File: src/rtl/dmem_arb_pkg.sv
// Shared types for the data-memory arbiter: FSM states, access owner and default widths.
package dmem_arb_pkg;

  localparam int unsigned DW_DEF = 16;
  localparam int unsigned AW_DEF = 16;

  typedef enum logic [1:0] {
    IDLE   = 2'd0,
    ACCESS = 2'd1,
    WAIT   = 2'd2,
    RESP   = 2'd3
  } state_e;

  typedef enum logic {
    OWN_CPU = 1'b0,
    OWN_DMA = 1'b1
  } owner_e;

endpackage

File: src/rtl/dmem_arbiter.sv
// Arbitrates the single-port data memory between the CPU M stage and a DMA port.
// CPU has priority; a starvation counter forces one DMA win after MAX_WAIT losses.
module dmem_arbiter
  import dmem_arb_pkg::*;
#(
  parameter int unsigned DW       = DW_DEF,
  parameter int unsigned AW       = AW_DEF,
  parameter int unsigned MEM_LAT  = 1,
  parameter int unsigned MAX_WAIT = 4
) (
  input  logic          clk,
  input  logic          reset,
  input  logic          cpu_rd,
  input  logic          cpu_wr,
  input  logic [AW-1:0] cpu_addr,
  input  logic [DW-1:0] cpu_wdata,
  output logic [DW-1:0] cpu_rdata,
  output logic          cpu_ack,
  output logic          cpu_stall,
  input  logic          dma_valid,
  input  logic          dma_we,
  input  logic [AW-1:0] dma_addr,
  input  logic [DW-1:0] dma_wdata,
  output logic          dma_ready,
  output logic [DW-1:0] dma_rdata,
  output logic          dma_rvalid,
  output logic          mem_en,
  output logic          mem_we,
  output logic [AW-1:0] mem_addr,
  output logic [DW-1:0] mem_wdata,
  input  logic [DW-1:0] mem_rdata
);

  localparam int unsigned LW = $clog2(MEM_LAT + 1);
  localparam int unsigned SW = $clog2(MAX_WAIT + 1);

  state_e        state_q, state_d;
  owner_e        owner_q, owner_d;
  logic [LW-1:0] lat_cnt_q, lat_cnt_d;
  logic [SW-1:0] starve_cnt_q, starve_cnt_d;
  logic [DW-1:0] resp_q, resp_d;
  logic          mem_en_q, mem_en_d;
  logic          mem_we_q, mem_we_d;
  logic [AW-1:0] mem_addr_q, mem_addr_d;
  logic [DW-1:0] mem_wdata_q, mem_wdata_d;

  logic cpu_req, starved, grant_dma, grant_cpu, in_resp;

  assign cpu_req   = cpu_rd | cpu_wr;
  assign starved   = (starve_cnt_q == SW'(MAX_WAIT));
  assign grant_dma = (state_q == IDLE) && dma_valid && (!cpu_req || starved);
  assign grant_cpu = (state_q == IDLE) && !grant_dma && cpu_req;

  always_comb begin
    // NOTE: every variable gets its hold/idle value first so no path can infer a latch.
    state_d      = state_q;
    owner_d      = owner_q;
    lat_cnt_d    = lat_cnt_q;
    starve_cnt_d = starve_cnt_q;
    resp_d       = resp_q;
    mem_en_d     = 1'b0;
    mem_we_d     = 1'b0;
    mem_addr_d   = mem_addr_q;
    mem_wdata_d  = mem_wdata_q;

    unique case (state_q)
      IDLE: begin
        if (grant_dma) begin
          owner_d      = OWN_DMA;
          mem_en_d     = 1'b1;
          mem_we_d     = dma_we;
          mem_addr_d   = dma_addr;
          mem_wdata_d  = dma_wdata;
          starve_cnt_d = '0;
          state_d      = ACCESS;
        end else if (grant_cpu) begin
          owner_d     = OWN_CPU;
          mem_en_d    = 1'b1;
          mem_we_d    = cpu_wr;  // rd and wr together is a write
          mem_addr_d  = cpu_addr;
          mem_wdata_d = cpu_wdata;
          if (dma_valid && !starved) starve_cnt_d = starve_cnt_q + SW'(1);
          state_d     = ACCESS;
        end
      end
      ACCESS: begin
        lat_cnt_d = LW'(1);
        state_d   = WAIT;
      end
      WAIT: begin
        if (lat_cnt_q == LW'(MEM_LAT)) begin
          resp_d  = mem_rdata;
          state_d = RESP;
        end else begin
          lat_cnt_d = lat_cnt_q + LW'(1);
        end
      end
      RESP:    state_d = IDLE;
      default: state_d = IDLE;
    endcase
  end

  // NOTE: sequential state uses non-blocking assignments so all registers update together.
  always_ff @(posedge clk) begin
    if (reset) begin
      state_q      <= IDLE;
      owner_q      <= OWN_CPU;
      lat_cnt_q    <= '0;
      starve_cnt_q <= '0;
      resp_q       <= '0;
      mem_en_q     <= 1'b0;
      mem_we_q     <= 1'b0;
      mem_addr_q   <= '0;
      mem_wdata_q  <= '0;
    end else begin
      state_q      <= state_d;
      owner_q      <= owner_d;
      lat_cnt_q    <= lat_cnt_d;
      starve_cnt_q <= starve_cnt_d;
      resp_q       <= resp_d;
      mem_en_q     <= mem_en_d;
      mem_we_q     <= mem_we_d;
      mem_addr_q   <= mem_addr_d;
      mem_wdata_q  <= mem_wdata_d;
    end
  end

  // Responses are suppressed while reset is held so an in-flight access never completes.
  assign in_resp    = (state_q == RESP) && !reset;
  assign cpu_ack    = in_resp && (owner_q == OWN_CPU);
  assign dma_rvalid = in_resp && (owner_q == OWN_DMA);
  assign cpu_rdata  = cpu_ack ? resp_q : '0;
  assign dma_rdata  = dma_rvalid ? resp_q : '0;
  assign dma_ready  = grant_dma && !reset;
  assign cpu_stall  = cpu_req && !cpu_ack && !reset;

  assign mem_en    = mem_en_q;
  assign mem_we    = mem_we_q;
  assign mem_addr  = mem_addr_q;
  assign mem_wdata = mem_wdata_q;

endmodule

File: config.mk
export PLATFORM = sky130hd
export DESIGN_NAME = dmem_arbiter
export DESIGN_NICKNAME = d
export VERILOG_FILES = /design/src/rtl/dmem_arb_pkg.sv /design/src/rtl/dmem_arbiter.sv
export SDC_FILE = /design/constraint.sdc
export NUM_CORES = 1
export LEC_CHECK = 0
export BUFFER_PORTS_ARGS = -buffer_cell sky130_fd_sc_hd__buf_2
export CAP_MARGIN = 20
export CORE_MARGIN = 10
export CORE_UTILIZATION = 48
export CTS_CLUSTER_SIZE = 12
export DETAILED_ROUTE_END_ITERATION = 10
export PLACE_DENSITY = 0.82
export SLEW_MARGIN = 10
export SYNTH_ARGS = -nofsm -noshare
export SYNTH_HDL_FRONTEND = slang
export SYNTH_SLANG_ARGS = --single-unit
File: constraint.sdc
create_clock -name clk -period 4.84 [get_ports clk]
set_input_delay 0.968 -clock clk [delete_from_list [all_inputs] [get_ports clk]]
set_output_delay 0.968 -clock clk [all_outputs]
set_load 0.005 [all_outputs]
==> results of run 1 <==
-- registers in the layout, summed over array words and instances (netlist names), 2 cells and up --
name	flops
mem_addr	16
starve_cnt_q	3
resp_q	16
state_q	2
mem_wdata	16
-- metal layers --
metal | global-route usage [%] | share of wire [%] | routed length [um] | vias to the layer above
li1 | - | - | - | 1503
met1 | 20.99 | 41 | 3685 | 1319
met2 | 27.25 | 43 | 3818 | 157
met3 | 9.936 | 14 | 1270 | 11
met4 | 6.201 | 1.2 | 109 | 0
met5 | 0 | 0 | 0 | -
-- cells in the final DEF (no fill, tap or decap) --
master | synthesis | final
a211oi_1 | 24 | 24
a211oi_2 | 9 | 9
a21o_1 | 1 | 1
a21oi_1 | 19 | 19
a21oi_2 | 1 | 1
a2bb2oi_2 | 1 | 1
a31oi_1 | 32 | 32
and2_1 | 34 | 34
buf_2 | 11 | 155
buf_4 | 4 | 5
buf_8 | 0 | 1
bufinv_16 | 0 | 1
clkbuf_1 | 12 | 2
clkbuf_8 | 0 | 12
clkinv_2 | 0 | 1
dfxtp_1 | 57 | 57
ha_1 | 6 | 6
inv_1 | 5 | 5
mux2i_1 | 1 | 1
nand2_1 | 36 | 36
nand2b_1 | 1 | 1
nand3_1 | 3 | 3
nor2_1 | 39 | 39
nor3_1 | 3 | 3
nor3_2 | 1 | 1
nor3b_2 | 1 | 1
o211ai_1 | 1 | 1
o21ai_0 | 26 | 26
o21ai_1 | 6 | 6
o22ai_1 | 1 | 1
o2bb2ai_2 | 1 | 1
o31a_2 | 1 | 1
o31ai_4 | 1 | 1
or4b_4 | 1 | 1
xnor2_1 | 1 | 1
xor2_1 | 1 | 1
-- worst reg2reg max path: cells and delay by family (launching register included) --
kind | cells | cell delay, ns
buf+inv | 2 | 0.47
compound gates | 2 | 0.44
flops | 1 | 0.33
fa+ha+maj | 1 | 0.33
simple gates | 1 | 0.19
-- final timing paths --
| path | to | cells past startpoint | startpoint |
|---|---|---|---|
| max reg2reg | mem_addr[5] | 6 | state_q[0] |
| min reg2reg | resp_q[4] | 2 | resp_q[4] |
| max | dma_rdata[14] | 4 | reset |
| min | resp_q[4] | 2 | resp_q[4] |
-- cells in the mapped netlist (all sizes together) (3+ instances only) --
master	instances
dfxtp	57
ha	6
clkbuf	12
inv	5
and2	34
nor2	39
o21ai	32
a211oi	33
nand3	3
nor3	4
a21oi	20
nand2	36
buf	20
a31oi	32
-- stage by stage --
stage	area (um^2)	instances	power (mW)	hold WS [ns]	worst slack [ns]
6_report	3795	563	2.004	0.4624	1.793
5_1_grt	3795	563	2.166	0.4876	1.655
4_1_cts	3780	562	2.018	0.4648	1.793
3_5_place_dp	3572	546	1.556	0.4553	1.795
3_3_place_gp	3572	546	1.534	0.4492	1.886
2_1_floorplan	2848	346	1.320	0.4401	2.040
-- kinds of logic (layout without fill, tap and decap cells) --
logic type,Yosys count,in the layout
compound gates,124,124
xor+xnor,2,2
fa+ha+maj,6,6
buf+inv,37,182
flops,57,57
mux,1,1
simple gates,119,119
-- report_power, final --
part / internal (mW) / total, mW / switching [mW]
Clock: 0.280 / 0.457 / 0.177
Combinational: 0.350 / 0.865 / 0.514
Sequential: 0.612 / 0.682 / 0.0702
Total: 1.24 / 2.00 / 0.762
-- area by class of cell --
type,count,area (um^2)
sequential,57,1141
fill,497,1847
multi-input combinational,252,1509
inverter,5,18.77
tap,72,90.09
timing repair buffer,161,828.3
clock inverter,2,35.03
clock buffer,14,172.7
==> flow_metrics.env, run 1 <==
export IMPL_critical_path_most_common_cell="buf_2"
export IMPL_wire_per_inst_um=15.78
export IMPL_gp_congestion=0.8361
export IMPL_insertion_delay_ns=0.32
export IMPL_critPathMaxStageDelay_ns=0.65
export IMPL_skew_ns=0.01131
export IMPL_grt_pass1_vias=2934
export IMPL_grt_pass1_wl_mm=14.41
export IMPL_final_core_util_pct=67.27
export IMPL_cts_setup_buffers=0
export IMPL_vias=2990
export IMPL_crit_fanout=17
export IMPL_hold_violations=0
export IMPL_synthFlopType="dfxtp_1"
export IMPL_worst_slew_pin_slew_ns=0.7646
export IMPL_p_leak_nw=1.757
export IMPL_worst_ep_required_time_ns=3.87
export IMPL_post_route_min_period_ns=3.047
export IMPL_fin_setup_tns_ns=0
export IMPL_cts_max_level=3
export IMPL_muxShareOfSynthArea_pct=0.3515
export IMPL_synth_top_family_by_area="compound AO/OA/AOI/OAI gates"
export IMPL_syn_inst=346
export IMPL_synth_largest_area_cell="dfxtp_1"
export IMPL_ant_nets=0
export IMPL_status="complete, no violations"
export IMPL_max_freq_ghz=0.3282
export IMPL_synth_top_area_share_pct=40.07
export IMPL_worst_path_buf_inv=2
export IMPL_r2r_slack_ns=3.01
export IMPL_period_share_pct=62.96
export IMPL_critPathKind="in -> out"
export IMPL_diodes=0
export IMPL_synth_seq_area_share_pct=40.07
export IMPL_synthArstFlopShare_pct=0
export IMPL_maxCapViolCount=0
export IMPL_nets=578
export IMPL_chipHeight_um=97.03
export IMPL_synth_nets=438
export IMPL_crit_chain="buf_2, nor3b_2, and2_1, buf_2"
export IMPL_antenna_found_initial=0
export IMPL_clkSinkCount=57
export IMPL_drcViolationCount=0
export IMPL_first_pass_iters=4
export IMPL_peakVddDrop_v=0.0003177
export IMPL_die_area_mm2=0.009414
export IMPL_synth_edf_count=0
export IMPL_critPathTopFamily="simple AND/OR/NAND/NOR gates"
export IMPL_cts_tree="yes"
export IMPL_synth_cell_types=34
export IMPL_avgViaCountPerCell=5.311
export IMPL_synth_xor_area_share_pct=0.6151
export IMPL_fp_dieW_um=97.03
export IMPL_wirelength_mm=8.884
export IMPL_synthSimpleGateAreaFrac_pct=19.90
export IMPL_cts_hold_buf=0
export IMPL_grt_max_degree=60
export IMPL_synth_compound_area_share_pct=29.48
export IMPL_root_buffer="clkbuf_8"
export IMPL_p_per_area_mw_per_mm2=528.0
export IMPL_cp_slowest_cell="nor3b_2"
export IMPL_finalSetupViolCount=0
export IMPL_row_count=27
export IMPL_io_pins=156
export IMPL_area_growth_pct=33.26
export IMPL_synth_area_mm2=0.002848
export IMPL_critPathLaunchType="primary input"
export IMPL_grt_ovfl_total=0
export IMPL_ys_seq_elements=57
export IMPL_drt_iter0_drc=98
export IMPL_clk_pin_slew_worst_paths_ns=0.06
export IMPL_cts_buffers=9
export IMPL_cts_repair_resized=0
export IMPL_synth_adder_area_share_pct=2.636
export IMPL_rsz0062_at_grt="false"
export IMPL_relSlewSlack_pct=48.80
export IMPL_timing_final_max_slew_violations=0
export IMPL_critPathArrivalTime_ns=2.08
export IMPL_drive_gt1_share_pct=39.10
export IMPL_clockBufferDepth=2
export IMPL_port_buffer_count=155
export IMPL_hold_path_class="reg -> reg"
export IMPL_yosysWarnings=0
export IMPL_core_mm2=0.005642
export IMPL_dp_hpwl_mm=6.536
export IMPL_start_util_pct=50.48
export IMPL_yosys_top_cells_area="dfxtp_1 40%, and2_1 7.5%, a31oi_1 7.0%"
export IMPL_end_kind="output port"
export IMPL_grt_usage_pct=18.02
export IMPL_postSynthAreaPerCell_um2=8.230
Power figures use the tool's default switching activity.
==> inputs of run 2 (changes only) <==
CORE_UTILIZATION = 40   (was 48)
PLACE_DENSITY = 0.73   (was 0.82)
clock period = 2.7 ns   (was 4.84 ns; I/O delays follow)
==> run 2 against run 1 <==
First-iteration DRC count increased by 7.1%. Power increased by 72%. Largest cell class unchanged. Global-route usage decreased by 1.4 points.
==> flow_metrics.env, run 2 (synthesized netlist as in run 1, its figures left out) <==
export IMPL_row_count=30
export IMPL_peakVddDrop_v=0.0004305
export IMPL_hold_violations=0
export IMPL_crit_chain="ha_1, inv_1, nor3b_2, buf_4, and2_1, buf_2"
export IMPL_busiest_layer="met2"
export IMPL_r2r_end="mem_wdata[4]"
export IMPL_drcViolationCount=0
export IMPL_critPathArrivalTime_ns=1.67
export IMPL_relSlewSlack_pct=53.75
export IMPL_intPower_mw=2.084
export IMPL_grt_pass1_wl_mm=15.19
export IMPL_min_to="resp_q[6]"
export IMPL_maxCapViolCount=0
export IMPL_timing_final_max_slew_violations=0
export IMPL_critPathLaunchType="flip-flop"
export IMPL_gr_usage_met3_pct=7.373
export IMPL_port_buffer_count=155
export IMPL_clockBufferDepth=2
export IMPL_min_path_cells=3
export IMPL_cts_buffers=9
export IMPL_fin_setup_tns_ns=0
export IMPL_hold_path_class="in -> reg"
export IMPL_crit_fanout=16
export IMPL_layout_common_cells="155 x buf_2, 57 x dfxtp_1, 39 x nor2_1"
export IMPL_cts_tree="yes"
export IMPL_end_kind="output port"
export IMPL_cts_max_level=3
export IMPL_grt_usage_pct=16.59
export IMPL_critPathKind="reg -> out"
export IMPL_swShare_pct=39.66
export IMPL_core_mm2=0.006869
export IMPL_critPathMaxStageDelay_ns=0.36
export IMPL_start_util_pct=41.46
export IMPL_worst_slew_pin_slew_ns=0.6938
export IMPL_drt_iter0_drc=105
export IMPL_r2r_slack_ns=0.82
export IMPL_status="complete, no violations"
export IMPL_nets=581
export IMPL_area_growth_pct=33.48
export IMPL_root_buffer="clkbuf_8"
export IMPL_area_sequential_mm2=0.001141
export IMPL_reg2regPathDepth=5
export IMPL_cts_hold_buf=0
export IMPL_met2_usage_pct=26.10
export IMPL_dp_hpwl_mm=6.979
export IMPL_setup_ws_ns=0.4874
export IMPL_post_route_min_period_ns=2.213
export IMPL_insertion_delay_ns=0.33
export IMPL_diodes=0
export IMPL_fp_dieW_um=104.4
export IMPL_final_common_cell="buf_2"
export IMPL_gp_congestion=0.7604
export IMPL_power_frac_seq_pct=35.7
export IMPL_wire_per_inst_um=15.83
export IMPL_skew_ns=0.007277
export IMPL_cts_setup_buffers=0
export IMPL_p_leak_nw=1.746
export IMPL_place_ws_ns=0.6488
export IMPL_r2r_start="state_q[0]"
export IMPL_switchingPower_mw=1.369
export IMPL_fillers=668
export IMPL_antenna_found_initial=0
export IMPL_drive_gt1_share_pct=38.74
export IMPL_p_per_area_mw_per_mm2=908.4
export IMPL_multi_input_area_mm2=0.001509
export IMPL_grt_pass1_vias=3115
export IMPL_cp_slowest_cell="dfxtp_1"
export IMPL_period_share_pct=81.95
export IMPL_ant_nets=0
export IMPL_wirelength_mm=9.323
export IMPL_io_pins=156
export IMPL_clkSinkCount=57
export IMPL_grt_ovfl_total=0
export IMPL_grt_max_degree=60
export IMPL_chipHeight_um=104.4
export IMPL_finalSetupViolCount=0
export IMPL_hp_start="mem_rdata[6]"
export IMPL_grtUsageMet1_pct=19.13
export IMPL_avgViaCountPerCell=5.115
export IMPL_final_core_util_pct=55.34
export IMPL_max_freq_ghz=0.4520
export IMPL_clk_pin_slew_worst_paths_ns=0.06
export IMPL_worst_ep_required_time_ns=2.16
export IMPL_first_pass_iters=4
export IMPL_die_area_mm2=0.01089
export IMPL_p_clk_share_pct=19.1
export IMPL_comb_power_share_pct=45.2
export IMPL_cts_repair_resized=0
export IMPL_vias=3013
export IMPL_rsz0062_at_grt="false"
[run 2: cell count changes in the layout (fill, tap and decap cells not counted)]
cell,before,now
clkbuf_1,2,5
bufinv_16,1,0
buf_12,0,1
clkbuf_8,12,10
buf_4,5,8
clkinv_2,1,0
buf_8,1,0
[run 2: stage by stage]
step	cells	power [mW]	hold WS, ns	cell area [um^2]
after CTS	589	3.499	0.4384	3801
after global placement	574	2.785	0.4481	3645
after global routing	589	3.738	0.4462	3801
after floorplan	346	2.366	0.4401	2848
final	589	3.453	0.4548	3801
after detailed placement	574	2.833	0.4536	3645
[run 2: worst max-delay path by stage]
stage          depth (start not counted)       start            end
4_1_cts                                6  state_q[0]   dma_rdata[6]
6_report                               6  state_q[0]   dma_rdata[6]
3_5_place_dp                           4       reset      dma_ready
3_3_place_gp                           4       reset      cpu_stall
2_1_floorplan                          4       reset  dma_rdata[10]
5_1_grt                                6  state_q[1]   dma_rdata[6]
[run 2: area by class of cell]
class | instances | area share, %
multi-input combinational | 252 | 39.70
sequential | 57 | 30.02
timing repair buffer | 164 | 22.51
clock buffer | 15 | 4.115
tap | 96 | 3.160
inverter | 5 | 0.4937
[run 2: routing by layer]
metal / vias up / routed length (um)
li1: 1504 / -
met1: 1338 / 3923
met2: 161 / 4168
met3: 10 / 1123
met4: 0 / 108
met5: - / 0
[run 2: critical path, delay by kind of cell, from the launching register on]
kind | cells | cell delay, ns
simple gates | 2 | 0.41
buf+inv | 3 | 0.42
fa+ha+maj | 1 | 0.15
flops | 1 | 0.36
[run 2: power groups by stage]
| stage | logic (mW) | registers, mW | clock network [mW] |
|---|---|---|---|
| global placement | 1.55 | 1.24 | 0 |
| floorplan | 1.11 | 1.25 | 0 |
| global route | 1.76 | 1.27 | 0.715 |
| finish | 1.56 | 1.23 | 0.658 |
| detailed placement | 1.59 | 1.24 | 0 |
| CTS | 1.59 | 1.23 | 0.677 |
